==> src/rtl/pipe_pkg.sv <==
`default_nettype none
// +--------------------------------------------------------------------------+
// | pipe_pkg : shared constants and scoreboard entry type for hazard logic   |
// | Rev 1.0                                                                  |
// +--------------------------------------------------------------------------+
package pipe_pkg;

  localparam int REG_AW_DEF = 5;

  // Stage indices after ID; larger index means an older instruction.
  localparam int ST_EX  = 1;
  localparam int ST_MEM = 2;
  localparam int ST_WB  = 3;

  localparam int FWD_RF = 0;

  typedef struct packed {
    logic                  v;
    logic [REG_AW_DEF-1:0] rd;
    logic                  ld;
  } sb_entry_t;

endpackage
`default_nettype wire

==> src/rtl/pipe_hazard_scoreboard_sb_match.sv <==
`default_nettype none
// +--------------------------------------------------------------------------+
// | sb_match : youngest-match search of one source operand over the          |
// |            scoreboard entries. Rev 1.0                                   |
// +--------------------------------------------------------------------------+
module sb_match
  import pipe_pkg::*;
#(
  parameter int REG_AW = REG_AW_DEF,
  parameter int DEPTH  = 3,
  parameter int KW     = 2
) (
  input  logic                    i_used,
  input  logic [REG_AW-1:0]       i_src,
  input  logic [DEPTH-1:0]        i_v,
  input  logic [DEPTH*REG_AW-1:0] i_rd,
  input  logic [DEPTH-1:0]        i_ld,
  output logic                    o_hit,
  output logic [KW-1:0]           o_k,
  output logic                    o_ld
);

  // Scan oldest to youngest so the smallest matching stage overwrites the rest.
  always_comb begin
    o_hit = 1'b0;
    o_k   = '0;
    o_ld  = 1'b0;
    for (int k = DEPTH; k >= ST_EX; k--) begin
      if (i_used && i_v[k-1] && (i_src != '0) &&
          (i_rd[(k-1)*REG_AW +: REG_AW] == i_src)) begin
        o_hit = 1'b1;
        o_k   = KW'(k);
        o_ld  = i_ld[k-1];
      end
    end
  end

endmodule
`default_nettype wire

==> src/rtl/pipe_hazard_scoreboard.sv <==
`default_nettype none
// +--------------------------------------------------------------------------+
// | pipe_hazard_scoreboard : RAW hazard stall and EX forwarding-select       |
// |                          generator beside the decode stage. Rev 1.0      |
// +--------------------------------------------------------------------------+
module pipe_hazard_scoreboard
  import pipe_pkg::*;
#(
  parameter int REG_AW  = REG_AW_DEF,
  parameter int NUM_SRC = 2,
  parameter int DEPTH   = 3,
  parameter int ALU_RDY = 2,
  parameter int LD_RDY  = 3,
  parameter int CNT_W   = 16,
  localparam int SEL_W  = $clog2(DEPTH + 1)
) (
  input  logic                      clk,
  input  logic                      rst,
  input  logic                      i_id_valid,
  input  logic                      i_id_wr_en,
  input  logic [REG_AW-1:0]         i_id_rd,
  input  logic                      i_id_is_load,
  input  logic [NUM_SRC*REG_AW-1:0] i_id_src,
  input  logic [NUM_SRC-1:0]        i_id_src_used,
  input  logic                      i_freeze,
  input  logic                      i_flush,
  output logic                      o_stall,
  output logic                      o_issue,
  output logic [NUM_SRC*SEL_W-1:0]  o_ex_fwd_sel,
  output logic [CNT_W-1:0]          o_stall_count
);

  // Scoreboard bit/field k-1 holds stage k (EX is the lowest slot).
  logic [DEPTH-1:0]         r_v;
  logic [DEPTH-1:0]         r_ld;
  logic [DEPTH*REG_AW-1:0]  r_rd;
  logic [NUM_SRC*SEL_W-1:0] r_sel;
  logic [CNT_W-1:0]         r_cnt;

  logic [NUM_SRC-1:0]       w_haz;
  logic [NUM_SRC*SEL_W-1:0] w_sel;
  logic                     w_live;
  logic                     w_stall;
  logic                     w_issue;

  generate
    for (genvar i = 0; i < NUM_SRC; i++) begin : g_src
      logic             w_hit;
      logic             w_ld;
      logic [SEL_W-1:0] w_k;

      sb_match #(
        .REG_AW (REG_AW),
        .DEPTH  (DEPTH),
        .KW     (SEL_W)
      ) u_match (
        .i_used (i_id_src_used[i]),
        .i_src  (i_id_src[i*REG_AW +: REG_AW]),
        .i_v    (r_v),
        .i_rd   (r_rd),
        .i_ld   (r_ld),
        .o_hit  (w_hit),
        .o_k    (w_k),
        .o_ld   (w_ld)
      );

      // Producer one stage further on next cycle must already hold its result.
      assign w_haz[i] = w_hit && ((int'(w_k) + 1) < (w_ld ? LD_RDY : ALU_RDY));
      // A producer reaching WB is covered by the write-first register file.
      assign w_sel[i*SEL_W +: SEL_W] = (w_hit && ((int'(w_k) + 1) <= (DEPTH - 1)))
                                     ? SEL_W'(int'(w_k) + 1) : SEL_W'(FWD_RF);
    end
  endgenerate

  assign w_live  = i_id_valid & ~i_flush & ~i_freeze;
  assign w_stall = w_live & (|w_haz);
  assign w_issue = w_live & ~w_stall;

  always_ff @(posedge clk or posedge rst) begin
    if (rst) begin
      r_v   <= '0;
      r_ld  <= '0;
      r_rd  <= '0;
      r_sel <= '0;
      r_cnt <= '0;
    end else if (!i_freeze) begin
      r_v   <= {r_v[DEPTH-2:0], w_issue & i_id_wr_en};
      r_ld  <= {r_ld[DEPTH-2:0], i_id_is_load};
      r_rd  <= {r_rd[(DEPTH-1)*REG_AW-1:0], i_id_rd};
      r_sel <= w_issue ? w_sel : '0;
      if (w_stall && (r_cnt != '1)) begin
        r_cnt <= r_cnt + 1'b1;
      end
    end
  end

  assign o_stall       = w_stall;
  assign o_issue       = w_issue;
  assign o_ex_fwd_sel  = r_sel;
  assign o_stall_count = r_cnt;

endmodule
`default_nettype wire

==> config.mk <==
export PLATFORM = sky130hd
export DESIGN_NAME = pipe_hazard_scoreboard
export DESIGN_NICKNAME = d
export VERILOG_FILES = /design/src/rtl/pipe_pkg.sv /design/src/rtl/pipe_hazard_scoreboard_sb_match.sv /design/src/rtl/pipe_hazard_scoreboard.sv
export SDC_FILE = /design/constraint.sdc
export NUM_CORES = 1
export LEC_CHECK = 0
export BUFFER_PORTS_ARGS = -buffer_cell sky130_fd_sc_hd__buf_4
export CORE_ASPECT_RATIO = 0.75
export CORE_MARGIN = 5
export CORE_UTILIZATION = 50
export DETAILED_ROUTE_END_ITERATION = 8
export HOLD_SLACK_MARGIN = 0.08
export PLACE_DENSITY = 0.76
export SLEW_MARGIN = 5
export SYNTH_ARGS = -nofsm -noshare
export SYNTH_HDL_FRONTEND = slang
export SYNTH_HIERARCHICAL = 1
export SYNTH_SLANG_ARGS = --single-unit
export TNS_END_PERCENT = 10
==> constraint.sdc <==
create_clock -name clk -period 3 [get_ports clk]
set_input_delay 0.45 -clock clk [delete_from_list [all_inputs] [get_ports clk]]
set_output_delay 0.45 -clock clk [all_outputs]
set_load 0.02 [all_outputs]
== Word-level counts from Yosys, hierarchy flattened ==
Index checks and enable logic that the tools add are counted.

* Flip-flop bits (word level): 41
* Bits in latches: 0
* RAM bits: 0
* Memory bits (read-only): 0
* Input bits: 24
* Output and inout bits: 22
* Word-level logic and storage cells: 77
* Memories: 0

* $add $sub $neg: 3
* Multiply operators: 0
* Div/mod/pow operators: 0
* Magnitude comparators: 4
* Equal/unequal tests: 7
* Shifts and indexed selects: 0
* Multiplexer cells: 23
* Bitwise gates (word level): 8
* Reduce and logical (&&, ||, !) cells: 27

{| class="wikitable"
|+ Operators by type and width
! kind !! count
|-
| $le 32x3->1 const B || 2
|-
| $lt 32x3->1 || 2
|-
| $eq 5x5->1 || 6
|-
| $logic_and 1x1->1 || 23
|-
| $add 16x1->16 const B || 1
|-
| $mux 2 || 8
|-
| $ne 16x16->1 const B || 1
|-
| $mux 1 || 14
|-
| $reduce_bool 5->1 || 2
|-
| $add 2x1->3 const B || 2
|-
| $and 1x1->1 || 5
|-
| $mux 4 || 1
|-
| $not 1->1 || 3
|-
| $reduce_and 2->1 || 1
|-
| $reduce_or 2->1 || 1
|}

== Longest topological paths before layout ==
* Word-level depth: 14
* Depth in mapped cells: 13
* Mapped depth without buffers: 12

== By module ==
The synthesis kept the hierarchy.

{| class="wikitable"
|+ Modules (own cells, without submodules)
! module !! instances !! cells an instance !! area each (um^2) !! sequential area each (um^2)
|-
| pipe_hazard_scoreboard || 1 || 150 || 1866.8 || 1026.0
|-
| sb_match || 2 || 35 || 267.8 || 0.0
|}

== Least setup slack after synthesis ==
No wires, ideal clock.

* Path kind: input to register
* Start point: in i_id_src[1]
* End point: reg r_cnt[15] (netlist: o_stall_count[15])
* Setup time: 0.128 ns
* Arrival time: 3.064 ns
* Data required time: 2.872 ns
* Path slack: -0.192 ns
* Cell stages on the path: 11
* Path buffers: 0
* Path through: or4_1 > o21ai_2 > nor3_2 > o21ai_0 > inv_1 > ha_1 > a21boi_0 > o32ai_2 > and2b_1 > nand4_1 > mux2_1

* Longest elaborated chain between the ends: 13
* Elaborated cells on any way between the ends: 27
* Classes of those cells: 1 x add/sub; 1 x order compare; 3 x eq/ne; 10 x mux; 1 x bitwise; 11 x reduce/logical

{| class="wikitable"
|+ RTL lines
! item !! RTL line !! source
|-
| from (decl) || pipe_hazard_scoreboard.sv:23 || <nowiki>input logic [NUM_SRC*REG_AW-1:0] i_id_src,</nowiki>
|-
| $reduce_bool 5->1 || pipe_hazard_scoreboard_sb_match.sv:29 || <nowiki>if (i_used && i_v[k-1] && (i_src != '0) &&</nowiki>
|-
| $logic_and 1x1->1 (2 in a row) || pipe_hazard_scoreboard_sb_match.sv:29 ||
|-
| $mux 2 (2 in a row) || pipe_hazard_scoreboard_sb_match.sv:29 ||
|-
| $mux 2 (*) || pipe_hazard_scoreboard_sb_match.sv:29 ||
|-
| net g_src[0].w_k[0] || pipe_hazard_scoreboard.sv:50 || <nowiki>logic [SEL_W-1:0] w_k;</nowiki>
|-
| $add 2x1->3 (*) || - ||
|-
| $lt 32x3->1 (*) || pipe_hazard_scoreboard.sv:68 || <nowiki>assign w_haz[i] = w_hit && ((int'(w_k) + 1) < (w_ld ? LD_RDY : ALU_RDY));</nowiki>
|-
| $logic_and 1x1->1 (*) || pipe_hazard_scoreboard.sv:68 ||
|-
| $reduce_or 2->1 (*) || pipe_hazard_scoreboard.sv:76 || <nowiki>assign w_stall = w_live & (|w_haz);</nowiki>
|-
| $and 1x1->1 (*) || pipe_hazard_scoreboard.sv:76 ||
|-
| net o_stall || pipe_hazard_scoreboard.sv:27 || <nowiki>output logic o_stall,</nowiki>
|-
| $logic_and 1x1->1 (*) || pipe_hazard_scoreboard.sv:91 || <nowiki>if (w_stall && (r_cnt != '1)) begin</nowiki>
|-
| $reduce_and 2->1 (no source line) (*) || - ||
|-
| to (signal assigned) || pipe_hazard_scoreboard.sv:92 || <nowiki>r_cnt <= r_cnt + 1'b1;</nowiki>
|-
| to (decl) || pipe_hazard_scoreboard.sv:38 || <nowiki>logic [CNT_W-1:0] r_cnt;</nowiki>
|}

The timed path passes the listed nets; every way through them passes the cells marked *.
A chain may end at the register's enable or synchronous reset.

== Worst setup path in the final report ==
* Start point: in i_id_src[3]
* End point: out o_stall

* Longest elaborated chain between the ends: 11
* Elaborated cells on any way between the ends: 25
* Classes of those cells: 1 x add/sub; 1 x order compare; 3 x eq/ne; 10 x mux; 1 x bitwise; 9 x reduce/logical

{| class="wikitable"
|+ RTL lines
! item !! RTL line
|-
| $reduce_bool 5->1 || pipe_hazard_scoreboard_sb_match.sv:29
|-
| $logic_and 1x1->1 (2 in a row) || pipe_hazard_scoreboard_sb_match.sv:29
|-
| $mux 2 (2 in a row) || pipe_hazard_scoreboard_sb_match.sv:29
|-
| $mux 2 (*) || pipe_hazard_scoreboard_sb_match.sv:29
|-
| net g_src[0].w_k[1] || pipe_hazard_scoreboard.sv:50
|-
| $add 2x1->3 (*) || -
|-
| $lt 32x3->1 (*) || pipe_hazard_scoreboard.sv:68
|-
| $logic_and 1x1->1 (*) || pipe_hazard_scoreboard.sv:68
|-
| $reduce_or 2->1 (*) || pipe_hazard_scoreboard.sv:76
|-
| $and 1x1->1 (*) || pipe_hazard_scoreboard.sv:76
|-
| to (decl) || pipe_hazard_scoreboard.sv:27
|}

Marks and branches as above.

==> impl_metrics.ini <==
[timing]
fin_ws_ns = -0.156
final.period_utilization_pct = 105
hold_viol = 0
layout_min_cycle_time_ns = 3.16
tightest_slew_ns = 0.972
fmax_mhz = 317
slew_headroom_pct = 35.1
setup_viol = 2
finClkSkew_ns = 0.00746
rsz0062_at_grt = true
hold-worst-slack_ns = 0.375
slew_violations = 0

[run_status]
status = finished, violations left
violations = setup timing

[floorplanning]
row_count = 21
coreArea_mm2 = 0.00455
fp.dieH_um = 70.0
start_util_pct = 52.8
fp.dieW_um = 90.0
io_pins = 46
die_area_mm2 = 0.00631

[routing]
firstDrtPassIters = 4
wl_um = 5720
drtAntennaViolNets = 0
first_iter_violations = 89
via_per_inst = 5.28
via_count = 1938
routedWlPerCell_um = 15.6
drc = 0

[cells_and_area]
nNetsFinal = 340
nFillCells = 309
fin_util_pct = 74.2
n_antenna_cell = 0
drive_gt1_share_pct = 51.9
areaGrowthSynthToFinish_pct = 40.4

[setup_path]
cp.arrival_ns = 2.71
rr_endpoint = o_stall_count[15]$_DFFE_PP0P_
cp-end-kind = primary output
critPathTopFamily = simple AND/OR/NAND/NOR gates
critPathMaxStageDelay_ns = 0.53
critPathKind = input pin to primary output
crit_fanout = 3
r2r_start = r_rd[0]$_DFFE_PP0N_
r2r_cells = 13
cp_slowest_cell = or4_4
r2r_slack_ns = 0.09
path_buf_inv = 4
start_kind = input pin
required_ns = 2.55
critical_path.cell_chain = buf_6 -> or4_4 -> o21ai_4 -> nand4b_4 -> inv_2 -> nor2_4 -> inv_2 -> ha_4 -> a21boi_4 -> o32ai_4 -> and2b_2 -> buf_6

[placement]
port_buffers = 45
dp_hpwl_um = 3940
globalplace.congestion = 0.823

[synth]
ys.flop_type = dfrtp_1
yosys.area.top_type_share_pct = 42.7
synth_edf_count = 0
yosys.area.top_type = dfrtp_1
synth_nets = 251
netlist_area_mm2 = 0.00240
ys_warn_count = 6
syn_inst = 220
ys_types = 37
ys_seq_area_share_pct = 42.7
synth.cells.most_frequent = dfrtp_1, xnor2_1, mux2_2, nand2_1, inv_1
ys_top_cells_by_area = dfrtp_1, xnor2_1, mux2_2, ha_1, nand2_1
synth_most_common_cell = dfrtp_1
synthArstFlopShare_pct = 100
avgSynthCellArea_um2 = 10.9
synth_seq_cells = 41

[global_routing]
overflow = 0
grt_usage_pct = 18.1
antenna_found_initial = 0
grt_use_met3_pct = 5.47
use_met1_pct = 25.0
gr-usage-met2_pct = 27.4
grt_most_used_layer = met2
grt_pass1_wl_um = 9430
grt_pass1_vias = 2000
grt_max_degree = 27

[cts]
tritoncts = built
clockRootBuffer = clkbuf_8
cts_max_path_buffers = 2
htreeDepth = 2
cts_buffers = 5
clock_sinks = 41
clkLatencyLatePin_ns = 0.30
cts.clk_slew.worst_paths_ns = 0.08

[job]
cap_violations = 0

[power]
ir_drop_uv = 271
p_leak_nw = 1.57
power_density_mw_per_mm2 = 372

[min_path]
hold_path_class = input pin to asynchronous set/reset pin
## worst register-to-register path, stage by stage, from the launching register on
cell and delay [ns]:
dfrtp_2 0.44, xor2_1 0.16, nor4_2 0.40, nand4b_4 0.17
inv_2 0.10, nor2_4 0.04, buf_4 0.12, buf_4 0.12
ha_2 0.17, o32ai_4 0.30, and2b_2 0.22, buf_4 0.12
nand4_1 0.11, mux2_1 0.33
## worst max-delay path by stage
stage,cells past startpoint,end,startpoint,slack (ns)
floorplan,13,o_stall_count[4]$_DFFE_PP0P_,i_id_src[1],-0.07
global placement,13,o_stall_count[1]$_DFFE_PP0P_,i_id_src[1],-0.25
detailed placement,13,o_stall_count[1]$_DFFE_PP0P_,i_id_src[1],-0.28
CTS,10,o_stall,r_rd[2]$_DFFE_PP0N_,-0.15
global route,13,o_stall,i_id_src[6],-0.27
finish,12,o_stall,i_id_src[3],-0.16
## cell type report
cell class	instances	area, µm²	area share [%]
timing repair buffer	86	673	20.0
inverter	14	52.6	1.56
sequential	41	1030	30.6
clock buffer	6	72.6	2.15
multi-input combinational	161	1460	43.2
tap	57	71.3	2.12
clock inverter	2	15.0	0.445
## kinds of logic after synthesis
| group | synth area share (%) |
|---|---|
| compound gates | 5.31 |
| xor+xnor | 15.7 |
| fa+ha+maj | 3.65 |
| buf+inv | 3.12 |
| flops | 42.7 |
| mux | 10.8 |
| simple gates | 18.7 |
## registers in the layout (all words and copies together) (netlist names)
name           count
o_stall_count     16
o_ex_fwd_sel       4
r_ld               3
r_v                3
r_rd              15
## power breakdown
group	total, mW	internal (mW)	switching (mW)
Sequential	0.659	0.596	0.0634
Clock	0.357	0.164	0.193
Combinational	0.240	0.139	0.101
Total	1.26	0.899	0.357
## metal layers
| layer | part of all wire, % | routed length (µm) |
|---|---|---|
| met3 | 5.6 | 319 |
| met1 | 46 | 2650 |
| met2 | 47 | 2670 |
| met4 | 1.4 | 82 |
| met5 | 0 | 0 |
## cells in the final DEF, fill, tap and decap left out, drive strengths merged
cell type  instances
clkinvlp           2
mux2              23
nand3b             2
or3                1
or2                1
and2b              1
nand4b             2
o211ai             2
a22o               1
nor3               4
nand2b             1
or4                2
nor3b              1
and4               1
buf               86
dfrtp             41
nand4             12
ha                 7
xnor2             34
nand2             22
inv               14
nor4               2
nor2              13
o32ai              1
o21ai              8
clkbuf             6
xor2               9
nand3              5
and3               1
a31oi              2
nor4b              1
a21boi             2
## repair_timing
action / CTS / global route
pin swaps: 6 / 13
resized for setup: 11 / 32
setup endpoints to repair: 2 / 22
buffers inserted: 8 / 4
hold buffers: 0 / 0
## per-stage QoR
stage	worst slack, ns	area (µm²)	TNS [ns]	cells	total power, mW
6_report	-0.156	3370	-0.211	367	1.26
5_1_grt	-0.271	3370	-0.765	367	1.32
4_1_cts	-0.152	3230	-0.296	364	1.25
3_5_place_dp	-0.280	3030	-3.47	348	0.877
3_3_place_gp	-0.252	3030	-2.73	348	0.870
2_1_floorplan	-0.0712	2400	-0.430	220	0.785
(Power assumes the default switching activity.)
